--- config.mk ---
export PLATFORM = sky130hd
export DESIGN_NAME = id_stage
export DESIGN_NICKNAME = d
export VERILOG_FILES = /design/src/rtl/id_stage_pkg.sv /design/src/rtl/id_stage_regfile.sv /design/src/rtl/id_stage.sv
export SDC_FILE = /design/constraint.sdc
export NUM_CORES = 1
export LEC_CHECK = 0
export ABC_AREA = 1
export CAP_MARGIN = 15
export CORE_ASPECT_RATIO = 0.6
export CORE_UTILIZATION = 49
export CTS_BUF_LIST = sky130_fd_sc_hd__clkbuf_16
export DETAILED_ROUTE_END_ITERATION = 7
export PLACE_DENSITY = 0.77
export SETUP_SLACK_MARGIN = 0.5
export SYNTH_ARGS = -nofsm -noshare
export SYNTH_HDL_FRONTEND = slang
export SYNTH_SLANG_ARGS = --single-unit
export TNS_END_PERCENT = 100
--- constraint.sdc ---
create_clock -name clk -period 1.7 [get_ports clk]
set_input_delay 0.34 -clock clk [delete_from_list [all_inputs] [get_ports clk]]
set_output_delay 0.34 -clock clk [all_outputs]
set_load 0.01 [all_outputs]
--- src/rtl/id_stage_pkg.sv ---
// Shared decode definitions for the 8-bit decode/issue stage:
// opcodes, op-class helpers and the decode FSM state.
package id_stage_pkg;

    localparam logic [3:0] OP_NOP     = 4'h0;
    localparam logic [3:0] OP_ADD     = 4'h1;
    localparam logic [3:0] OP_SUB     = 4'h2;
    localparam logic [3:0] OP_AND     = 4'h3;
    localparam logic [3:0] OP_SHL     = 4'h4;
    localparam logic [3:0] OP_SHR     = 4'h5;
    localparam logic [3:0] OP_TST     = 4'h6;
    localparam logic [3:0] OP_CLR     = 4'h7;
    localparam logic [3:0] OP_MOV     = 4'h8;
    localparam logic [3:0] OP_CMP     = 4'hE;
    localparam logic [3:0] OP_LOADIMM = 4'hF;

    typedef enum logic {
        S_OP,
        S_IMM
    } state_e;

    function automatic logic op_writes(input logic [3:0] op);
        return op inside {OP_ADD, OP_SUB, OP_AND, OP_SHL,
                          OP_SHR, OP_CLR, OP_MOV, OP_LOADIMM};
    endfunction

    function automatic logic op_illegal(input logic [3:0] op);
        return (op >= 4'h9) && (op <= 4'hD);
    endfunction

    function automatic logic op_reads_ra(input logic [3:0] op);
        return op inside {OP_ADD, OP_SUB, OP_AND, OP_CMP,
                          OP_SHL, OP_SHR, OP_TST};
    endfunction

    function automatic logic op_reads_rb(input logic [3:0] op);
        return op inside {OP_ADD, OP_SUB, OP_AND, OP_CMP, OP_MOV};
    endfunction

endpackage

--- src/rtl/id_stage_regfile.sv ---
// Register file: NREG x DATA_W, two read ports, one write port,
// write-first bypass so a same-cycle read sees the writeback data.
module id_stage_regfile #(
    parameter int DATA_W = 8,
    parameter int NREG   = 4
) (
    input  logic                      clk_i,
    input  logic                      rst_i,
    input  logic                      we_i,
    input  logic [$clog2(NREG)-1:0]   waddr_i,
    input  logic [DATA_W-1:0]         wdata_i,
    input  logic [$clog2(NREG)-1:0]   raddr_a_i,
    input  logic [$clog2(NREG)-1:0]   raddr_b_i,
    output logic [DATA_W-1:0]         rdata_a_o,
    output logic [DATA_W-1:0]         rdata_b_o
);

    logic [DATA_W-1:0] mem_q [NREG];

    always_ff @(posedge clk_i) begin
        if (rst_i) begin
            for (int i = 0; i < NREG; i++) begin
                mem_q[i] <= '0;
            end
        end else if (we_i) begin
            mem_q[waddr_i] <= wdata_i;
        end
    end

    assign rdata_a_o = (we_i && waddr_i == raddr_a_i) ? wdata_i : mem_q[raddr_a_i];
    assign rdata_b_o = (we_i && waddr_i == raddr_b_i) ? wdata_i : mem_q[raddr_b_i];

endmodule

--- src/rtl/id_stage.sv ---
// Decode/issue stage: byte-wide fetch, two-byte LOADIMM, busy-bit
// scoreboard for RAW hazards and a single registered EXE slot.
module id_stage
    import id_stage_pkg::*;
#(
    parameter int DATA_W = 8,
    parameter int NREG   = 4
) (
    input  logic              clk,
    input  logic              rst,
    input  logic              if_valid,
    input  logic [7:0]        if_instr,
    output logic              id_ready,
    input  logic              wb_we,
    input  logic [1:0]        wb_rd,
    input  logic [DATA_W-1:0] wb_data,
    input  logic              flush,
    input  logic              ex_ready,
    output logic              ex_valid,
    output logic [3:0]        ex_op,
    output logic [DATA_W-1:0] ex_s1,
    output logic [DATA_W-1:0] ex_s2,
    output logic [DATA_W-1:0] ex_imm,
    output logic [1:0]        ex_rd,
    output logic              ex_wen,
    output logic              illegal
);

    logic [3:0]        op;
    logic [1:0]        ra;
    logic [1:0]        rb;
    logic [DATA_W-1:0] rd_a;
    logic [DATA_W-1:0] rd_b;

    state_e            state_q, state_d;
    logic [1:0]        ra_q, ra_d;
    logic [NREG-1:0]   busy_q, busy_d;
    logic              ex_valid_q, ex_valid_d;
    logic [3:0]        ex_op_q, ex_op_d;
    logic [DATA_W-1:0] ex_s1_q, ex_s1_d;
    logic [DATA_W-1:0] ex_s2_q, ex_s2_d;
    logic [DATA_W-1:0] ex_imm_q, ex_imm_d;
    logic [1:0]        ex_rd_q, ex_rd_d;
    logic              ex_wen_q, ex_wen_d;
    logic              illegal_q, illegal_d;

    logic              haz_a;
    logic              haz_b;
    logic              slot_free;
    logic              accept;
    logic              issue;

    assign op = if_instr[7:4];
    assign ra = if_instr[3:2];
    assign rb = if_instr[1:0];

    id_stage_regfile #(
        .DATA_W (DATA_W),
        .NREG   (NREG)
    ) u_rf (
        .clk_i     (clk),
        .rst_i     (rst),
        .we_i      (wb_we),
        .waddr_i   (wb_rd),
        .wdata_i   (wb_data),
        .raddr_a_i (ra),
        .raddr_b_i (rb),
        .rdata_a_o (rd_a),
        .rdata_b_o (rd_b)
    );

    // A writeback landing this cycle resolves the hazard via the bypass.
    assign haz_a = op_reads_ra(op) && busy_q[ra] && !(wb_we && wb_rd == ra);
    assign haz_b = op_reads_rb(op) && busy_q[rb] && !(wb_we && wb_rd == rb);

    assign slot_free = !ex_valid_q || ex_ready;
    assign id_ready  = !rst && !flush && slot_free &&
                       (state_q == S_IMM || !(haz_a || haz_b));
    assign accept    = if_valid && id_ready;

    always_comb begin
        state_d    = state_q;
        ra_d       = ra_q;
        busy_d     = busy_q;
        ex_valid_d = ex_valid_q;
        ex_op_d    = ex_op_q;
        ex_s1_d    = ex_s1_q;
        ex_s2_d    = ex_s2_q;
        ex_imm_d   = ex_imm_q;
        ex_rd_d    = ex_rd_q;
        ex_wen_d   = ex_wen_q;
        illegal_d  = 1'b0;
        issue      = 1'b0;

        if (ex_ready) ex_valid_d = 1'b0;
        if (wb_we) busy_d[wb_rd] = 1'b0;

        if (accept) begin
            unique case (state_q)
                S_OP: begin
                    if (op == OP_LOADIMM) begin
                        state_d = S_IMM;
                        ra_d    = ra;
                    end else if (op_illegal(op)) begin
                        illegal_d = 1'b1;
                    end else if (op != OP_NOP) begin
                        issue    = 1'b1;
                        ex_op_d  = op;
                        ex_s1_d  = op_reads_ra(op) ? rd_a : '0;
                        ex_s2_d  = op_reads_rb(op) ? rd_b : '0;
                        ex_imm_d = '0;
                        ex_rd_d  = op_writes(op) ? ra : 2'd0;
                        ex_wen_d = op_writes(op);
                    end
                end
                S_IMM: begin
                    state_d  = S_OP;
                    issue    = 1'b1;
                    ex_op_d  = OP_LOADIMM;
                    ex_s1_d  = '0;
                    ex_s2_d  = '0;
                    ex_imm_d = if_instr;
                    ex_rd_d  = ra_q;
                    ex_wen_d = 1'b1;
                end
            endcase
        end

        // Applied after the writeback clear so a same-register set wins.
        if (issue) begin
            ex_valid_d = 1'b1;
            if (ex_wen_d) busy_d[ex_rd_d] = 1'b1;
        end

        if (flush) begin
            ex_valid_d = 1'b0;
            state_d    = S_OP;
            busy_d     = '0;
        end
    end

    always_ff @(posedge clk) begin
        if (rst) begin
            state_q    <= S_OP;
            ra_q       <= '0;
            busy_q     <= '0;
            ex_valid_q <= 1'b0;
            ex_op_q    <= '0;
            ex_s1_q    <= '0;
            ex_s2_q    <= '0;
            ex_imm_q   <= '0;
            ex_rd_q    <= '0;
            ex_wen_q   <= 1'b0;
            illegal_q  <= 1'b0;
        end else begin
            state_q    <= state_d;
            ra_q       <= ra_d;
            busy_q     <= busy_d;
            ex_valid_q <= ex_valid_d;
            ex_op_q    <= ex_op_d;
            ex_s1_q    <= ex_s1_d;
            ex_s2_q    <= ex_s2_d;
            ex_imm_q   <= ex_imm_d;
            ex_rd_q    <= ex_rd_d;
            ex_wen_q   <= ex_wen_d;
            illegal_q  <= illegal_d;
        end
    end

    assign ex_valid = ex_valid_q;
    assign ex_op    = ex_op_q;
    assign ex_s1    = ex_s1_q;
    assign ex_s2    = ex_s2_q;
    assign ex_imm   = ex_imm_q;
    assign ex_rd    = ex_rd_q;
    assign ex_wen   = ex_wen_q;
    assign illegal  = illegal_q;

endmodule

==> results of run 1 <==
==> layout make-up <==
cell class,instances,area (sq um),share of cell area
Clock buffer,9,225,0.0378
Sequential cell,72,1800,0.302
Clock inverter,7,110,0.0185
Tap cell,104,130,0.0218
Inverter,64,274,0.0460
Multi-Input combinational cell,342,2120,0.355
Antenna cell,1,2.50,0.000420
Timing Repair inverter,3,26.3,0.00441
Timing Repair Buffer,145,1280,0.214
==> sequential cells by signal (all words and copies together) (netlist names), 2 cells and up <==
register    count
u_rf.mem_q     32
ex_rd           2
ex_s2           8
ex_imm          8
ex_op           4
ra_q            2
busy_q          4
ex_s1           8
==> tightest hold or removal path: stages <==
cell	delay [ns]
buf_2	0.16
nand2_1	0.11
a21oi_2	0.05
==> routing by layer <==
metal | up-vias | part of all wire | GRT usage
li1 | 1941 | - | -
met1 | 2038 | 0.39 | 0.495
met2 | 338 | 0.44 | 0.539
met3 | 47 | 0.15 | 0.162
met4 | 0 | 0.023 | 0.104
met5 | - | 0 | 0
==> repair_timing <==
item / CTS / global route
cloned: 7 / 0
resized for setup: 331 / 42
pin swaps: 56 / 12
setup endpoints to repair: 138 / 91
setup buffers: 17 / 13
hold buffers: 0 / 0
==> cells by family (layout without fill, tap and decap cells) <==
group                  count (synthesis)  count (layout)  synth area share
buffers and inverters                 85             228            0.0955
AND/OR/NAND/NOR                      205             205             0.240
flip-flops                            72              72             0.472
other                                  0               1                 0
AO/OA/AOI/OAI                        137             137             0.192
==> cell usage in the layout, fill, tap and decap left out, types with 14 or more instances in the layout <==
master     n
dfxtp_2   24
a21oi_1   39
o21ai_0   50
edfxtp_1  32
inv_1     38
nand2_2   27
nand2_1   52
buf_2     39
a21oi_2   25
dfxtp_1   14
nand3_1   23
nand2_4   14
buf_4     64
nor2_1    52
inv_2     19
==> through the flow <==
stage	hold WS (ns)	utilization	setup WS, ns	setup TNS [ns]
6_report	0.365	0.814	-0.171	-4.65
5_1_grt	0.376	0.814	-0.289	-8.28
4_1_cts	0.390	0.779	-0.0419	-0.175
3_5_place_dp	0.455	0.655	-0.796	-48.98
3_3_place_gp	0.452	0.655	-0.675	-41.97
2_1_floorplan	0.440	-	0.0845	0
==> worst max-delay path by stage <==
stage / startpoint / endpoint / slack, ns / depth (start not counted)
2_1_floorplan: wb_rd[0] / u_rf.mem_q[2][0] / 0.08 / 3
3_3_place_gp: if_instr[6] / id_ready / -0.68 / 8
3_5_place_dp: if_instr[0] / id_ready / -0.80 / 9
4_1_cts: busy_q[2] / id_ready / -0.04 / 8
5_1_grt: if_instr[6] / busy_q[0] / -0.29 / 12
6_report: if_instr[7] / ex_op[2] / -0.17 / 12
==> power groups by stage <==
stage               registers [mW]  clock network, mW  logic, mW
floorplan                     1.96                  0      0.359
global placement              1.96                  0      0.676
detailed placement            1.96                  0      0.693
CTS                           1.93               2.16      0.820
global route                  1.93               2.23      0.979
finish                        1.93               2.18      0.932
==> reports/summary.txt, run 1 <==
Outcome - finished with violations
Failing checks - negative setup slack
Required @ worst endpoint - 1.93 ns
Num CTS Buffers - 9
Hold Path End - ex_imm[0]
Fillcell total - 438
FP Rows - 24
DRC - 0
Crit path launch type - input pin
Synthesized area - 3730 sq um
CP Cell Sequence - buf_2 > buf_4 > nand2_1 > nor2_1 > nor2_1 > nand3_2 > nand2_2 > nand4_4 > buf_12 > buf_12 > nor2_4 > a21oi_2
Max-slew headroom - 0.736
Vias post-DR - 4364
Drt total wl - 15200 um
Max Clk Rate - 0.534 GHz
Worst-margin pin slew - 0.392 ns
Post-synth top flop - dfxtp_1
TritonCTS clock tree - yes
WL per Instance - 20.3 um
Initial drt markers - 692
WP buf/inv - 4
Die H - 69.6 um
Most common cell in the synthesized netlist - nand2_1
Post-synthesis cell type count - 30
Antenna-violating nets left - 0
Initial antenna violation count - 0
Syn-to-layout area delta - 59.7%
Fin nets - 661
Post-DP HPWL - 8800 um
Post-synth top area share - 0.257
RSZ-0062 raised after global routing - true
P_sw - 1.35 mW
Placer Congestion - 0.915
Die W - 115 um
Async S/R FF share, synth - 0
EDFF count, synth - 32
Setup violators final - 39
LEAKAGE - 2.58 nW
Hold Violations, Final - 0
Reg-to-reg setup timing slack - -0.10 ns
Avg Cell Area, Syn - 7.48 sq um
First-pass GRT wire length - 21300 um
Launching point of the worst reg2reg path - busy_q[0]
CP Max Fanout - 7
Setup CP Type - in -> reg
Num Clock Sinks - 72
Syn nets - 523
Tightest Hold Check Type - in -> reg
Worst Reg-to-Reg Cells - 12
Flop pwr share - 0.383
Final Skew - 0.00777 ns
Internal Power - 3.68 mW
Tmin final - 1.87 ns
Final worst slack - -0.171 ns
Reg2reg end - ex_op[2]
Max-cap violations - 0
Clock tree root driver cell - clkbuf_16
H-Tree Depth - 3
Sw frac - 0.268
I/O pin total - 58
Initial Util - 0.510
Hold Path Depth - 3
Worst setup EP type - register
Longest Clk Path Bufs - 2
Largest net degree at the start of global routing - 33
Worst EP arrival - 2.10 ns
Pwr/cell area - 845 nW/um^2
Vias in the first global route - 3894
Cell accounting for the most synthesized area - edfxtp_1
Critical path's largest stage delay - 0.21 ns
Total power - 5.04 mW
Total gr overflow - 0
Final Cell Area - 5960 sq um
Max VDD drop - 0.674 mV
Port buffer count - 57
Finished Layout Cells - 747
Worst hold start - if_instr[0]
Clock share of power - 0.432
Comb pwr share - 0.185
Most common library cells after synthesis - nand2_1, nor2_1, a21oi_1
Placed cell areas - 4800 sq um
Placed Cells - 693
CTS clk-pin slew, worst paths - 0.06 ns
Worst-skew pair later-pin latency - 0.35 ns
Synth Instances - 499
Total track usage - 0.369
Die area - 7980 sq um
Via density per instance - 5.84
Critical path's top delay family - simple AND/OR/NAND/NOR gates
Register area share after synthesis - 0.472
Slew Limit Fails - 0
First drt pass iteration count - 5
Slowest-stage cell, CP - nor2_1
#FFs+latches synth - 72
Final period utilization - 1.10
Area contributors post-synth - edfxtp_1, dfxtp_1, nand2_1, a21oi_1, o21ai_0
Core Area - 7330 sq um
Layout cell share with drive strength beyond 1 - 0.488
Ys Warns - 0
No activity file was read; power rests on OpenSTA's default activity.
==> run 2: changes to the inputs <==
Settings changed: CORE_UTILIZATION 49 to 58, PLACE_DENSITY 0.77 to 0.85.
Clock period 1.7 ns to 2.2 ns, I/O delays scaled along.
==> run 2 against run 1 <==
  * The run now fails in 5_1_grt
  * Synthesized area did not move
  * Synthesized cell count stayed put
==> reports/summary.txt, run 2 <==
FP Rows - 22 (-8.3%)
Area contributors post-synth - edfxtp_1, dfxtp_1, nand2_1, a21oi_1, o21ai_0
First Err - [ERROR GRT-0232] Routing congestion too high. Check the congestion heatmap in the GUI.
Post-synth top flop - dfxtp_1
Placed Cells - 683 (-1.4%)
Initial Util - 0.606 (+0.0960)
Longest Clk Path Bufs - 2 (unchanged)
Die W - 106 um (-7.9%)
Synth Instances - 499 (unchanged)
Largest net degree at the start of global routing - 33
Total track usage - 0.757
Register area share after synthesis - 0.472 (unchanged)
Outcome - stopped before the end
Placed cell areas - 4800 sq um (about the same)
Die H - 64.1 um (-7.9%)
Stage reached - 5_1_grt
Num CTS Buffers - 9 (unchanged)
H-Tree Depth - 3 (unchanged)
Ys Warns - 0 (unchanged)
Synthesized area - 3730 sq um (unchanged)
Worst setup endpoint GRT - busy_q[2]$_SDFF_PP0_/D
I/O pin total - 58 (unchanged)
Cell accounting for the most synthesized area - edfxtp_1
#FFs+latches synth - 72 (unchanged)
Placer Congestion - 1.02 (+12%)
Port buffer count - 57 (unchanged)
Clock tree root driver cell - clkbuf_16
Post-synth top area share - 0.257 (unchanged)
Total gr overflow - 4
Num Clock Sinks - 72 (unchanged)
Most common cell in the synthesized netlist - nand2_1
Post-synthesis cell type count - 30 (unchanged)
Type of pin the worst path ends at - register input
Avg Cell Area, Syn - 7.48 sq um (unchanged)
Most common library cells after synthesis - nand2_1, nor2_1, a21oi_1
Async S/R FF share, synth - 0 (unchanged)
Post-DP HPWL - 8970 um (+2.0%)
EDFF count, synth - 32 (unchanged)
Pre-CTS WS - -0.436 ns (+0.360 ns)
Syn nets - 523 (unchanged)
## run 2: kinds of logic after synthesis
family,count (synthesis),share of synthesized area
buf+inv,85,0.0955
simple gates,205,0.240
flops,72,0.472
compound gates,137,0.192
## run 2: what timing repair did
action / 4_1_cts
cloned: 1
buffers inserted: 15
endpoints found under the setup margin: 91
hold buffers: 0
resized for setup: 102
pin swaps: 21
## run 2: metal layers
layer,overflow,GRT usage
met5,0,0.206
met4,2,0.717
met3,0,0.604
met2,2,0.936
met1,0,0.773
## run 2: per-stage QoR
stage	hold WS, ns	TNS, ns
after CTS	0.428	0
after detailed placement	0.457	-9.95
after global placement	0.452	-6.04
after floorplan	0.440	0
==> run 3: changes to the inputs <==
Settings changed: CORE_ASPECT_RATIO 0.6 to not set, CORE_UTILIZATION 58 to 40, CTS_BUF_LIST sky130_fd_sc_hd__clkbuf_16 to not set, PLACE_DENSITY 0.85 to not set, PLACE_DENSITY_LB_ADDON set to 0.15, SETUP_SLACK_MARGIN 0.5 to not set.
==> run 3 against run 2 <==
  * The run now ends clean
==> reports/summary.txt, run 3 (same netlist as run 1, synthesis figures left out) <==
Initial drt markers - 237
Worst setup EP type - primary output
Pwr/cell area - 638 nW/um^2
Setup CP Type - in -> out
Placed Cells - 704 (+3.1%)
Hold Violations, Final - 0
WP buf/inv - 3
Crit path launch type - input pin
Worst-margin pin slew - 0.347 ns
Minimum hold slack - 0.468 ns
LEAKAGE - 2.09 nW
Layout cell share with drive strength beyond 1 - 0.171
Required @ worst endpoint - 1.76 ns
Vias post-DR - 3692
Drt total wl - 10300 um
Via density per instance - 5.12
Slew Limit Fails - 0
Post-DP HPWL - 7820 um (-13%)
Total power - 3.21 mW
Port buffer count - 57 (unchanged)
Max-slew headroom - 0.769
Max FFs per register - 32
# diodes - 0
Worst EP arrival - 1.68 ns
Max-cap violations - 0
CP Max Fanout - 3
Num CTS Buffers - 9 (unchanged)
Syn-to-layout area delta - 34.7%
Final Skew - 0.0101 ns
Slowest-stage cell, CP - clkdlybuf4s50_1
First-pass GRT wire length - 17300 um
Longest Clk Path Bufs - 2 (unchanged)
Tightest Hold Check Type - reg -> reg
Critical path's top delay family - buffers and inverters
H-Tree Depth - 3 (unchanged)
Setup violators final - 0
Die H - 98.6 um (+54%)
Initial Util - 0.420 (-0.186)
Most common cell after layout, fill and taps aside - nand2_1
I/O pin total - 58 (unchanged)
Most frequent cells in the layout - nand2_1, nor2_1, a21oi_1
Outcome - complete, no violations
Fin nets - 632
First drt pass iteration count - 5
Die area - 9720 sq um
DRC - 0
Fillcell total - 849
Tmin final - 2.12 ns
Antenna-violating nets left - 0
Finished Layout Cells - 721
Max Clk Rate - 0.473 GHz
Most flop-heavy register - u_rf.mem_q
Placer Congestion - 0.879 (-14%)
Core Area - 8890 sq um
CTS clk-pin slew, worst paths - 0.09 ns
Total gr overflow - 0
Hold buffer count at cts - 0 (unchanged)
Largest net degree at the start of global routing - 33
Critical path's largest stage delay - 0.48 ns
Total track usage - 0.225
TritonCTS clock tree - yes
Num Clock Sinks - 72 (unchanged)
Initial antenna violation count - 0
Vias in the first global route - 3471
Die W - 98.6 um (-6.6%)
Worst-skew pair later-pin latency - 0.34 ns
CP Cell Sequence - clkdlybuf4s50_1 > inv_1 > a21oi_2 > nand3_2 > nand2_2 > o21bai_1 > nor2_1 > buf_2
Final period utilization - 0.962
WL per Instance - 14.3 um
Max VDD drop - 0.343 mV
FP Rows - 34 (+55%)
Clock tree root driver cell - clkbuf_8
## run 3: repair_timing
action,CTS,global route
hold endpoints to repair,0,0
resized for setup,13,3
pin swaps,1,1
setup endpoints to repair,5,12
setup buffers,1,0
## run 3: area by class of cell
class,instances,area [sq um],share of cell area
inverter,64,250,0.0498
multi-input combinational,342,1620,0.322
timing repair buffer,119,1040,0.206
clock buffer,10,138,0.0274
clock inverter,6,88.8,0.0177
tap,108,135,0.0269
sequential,72,1760,0.350
## run 3: metrics by stage
stage                     area, sq um  worst slack (ns)  utilization  setup TNS, ns
after global routing             5030          -0.00424        0.566       -0.00424
after CTS                        5020            0.0795        0.565              0
after global placement           4800            -0.404        0.540          -8.73
final                            5030            0.0838        0.566              0
after floorplan                  3730             0.466            -              0
after detailed placement         4800            -0.434        0.540         -10.67
## run 3: final timing paths
check                           startpoint       end  slack [ns]  cells after the start
worst min-delay path              ex_s1[3]  ex_s1[3]        0.47                      2
worst max register to register   busy_q[1]  ex_op[2]        0.43                     12
worst min register to register    ex_s1[3]  ex_s1[3]        0.47                      2
worst max-delay path                 wb_we  id_ready        0.08                      8
## run 3: worst register-to-register path, cell delays in order, from the launching register on
cell,delay (ns)
dfxtp_1,0.31
inv_1,0.08
nand2_1,0.06
nand3_1,0.09
nand2_1,0.07
nand2_2,0.08
buf_4,0.11
nor2_2,0.04
nor2_4,0.13
nand4_4,0.20
buf_6,0.23
nor2_2,0.17
a21oi_1,0.10
## run 3: power by group
part	internal [mW]	switching, mW	total [mW]
clock network	0.677	0.523	1.20
logic	0.223	0.301	0.524
registers	1.46	0.0275	1.49
total	2.36	0.852	3.21
## run 3: routing by layer
layer	vias up	global-route usage	wire [um]
met5	-	0	0
met4	0	0.0689	125
met1	1675	0.333	5070
met2	126	0.341	4590
li1	1881	-	-
met3	10	0.0319	499
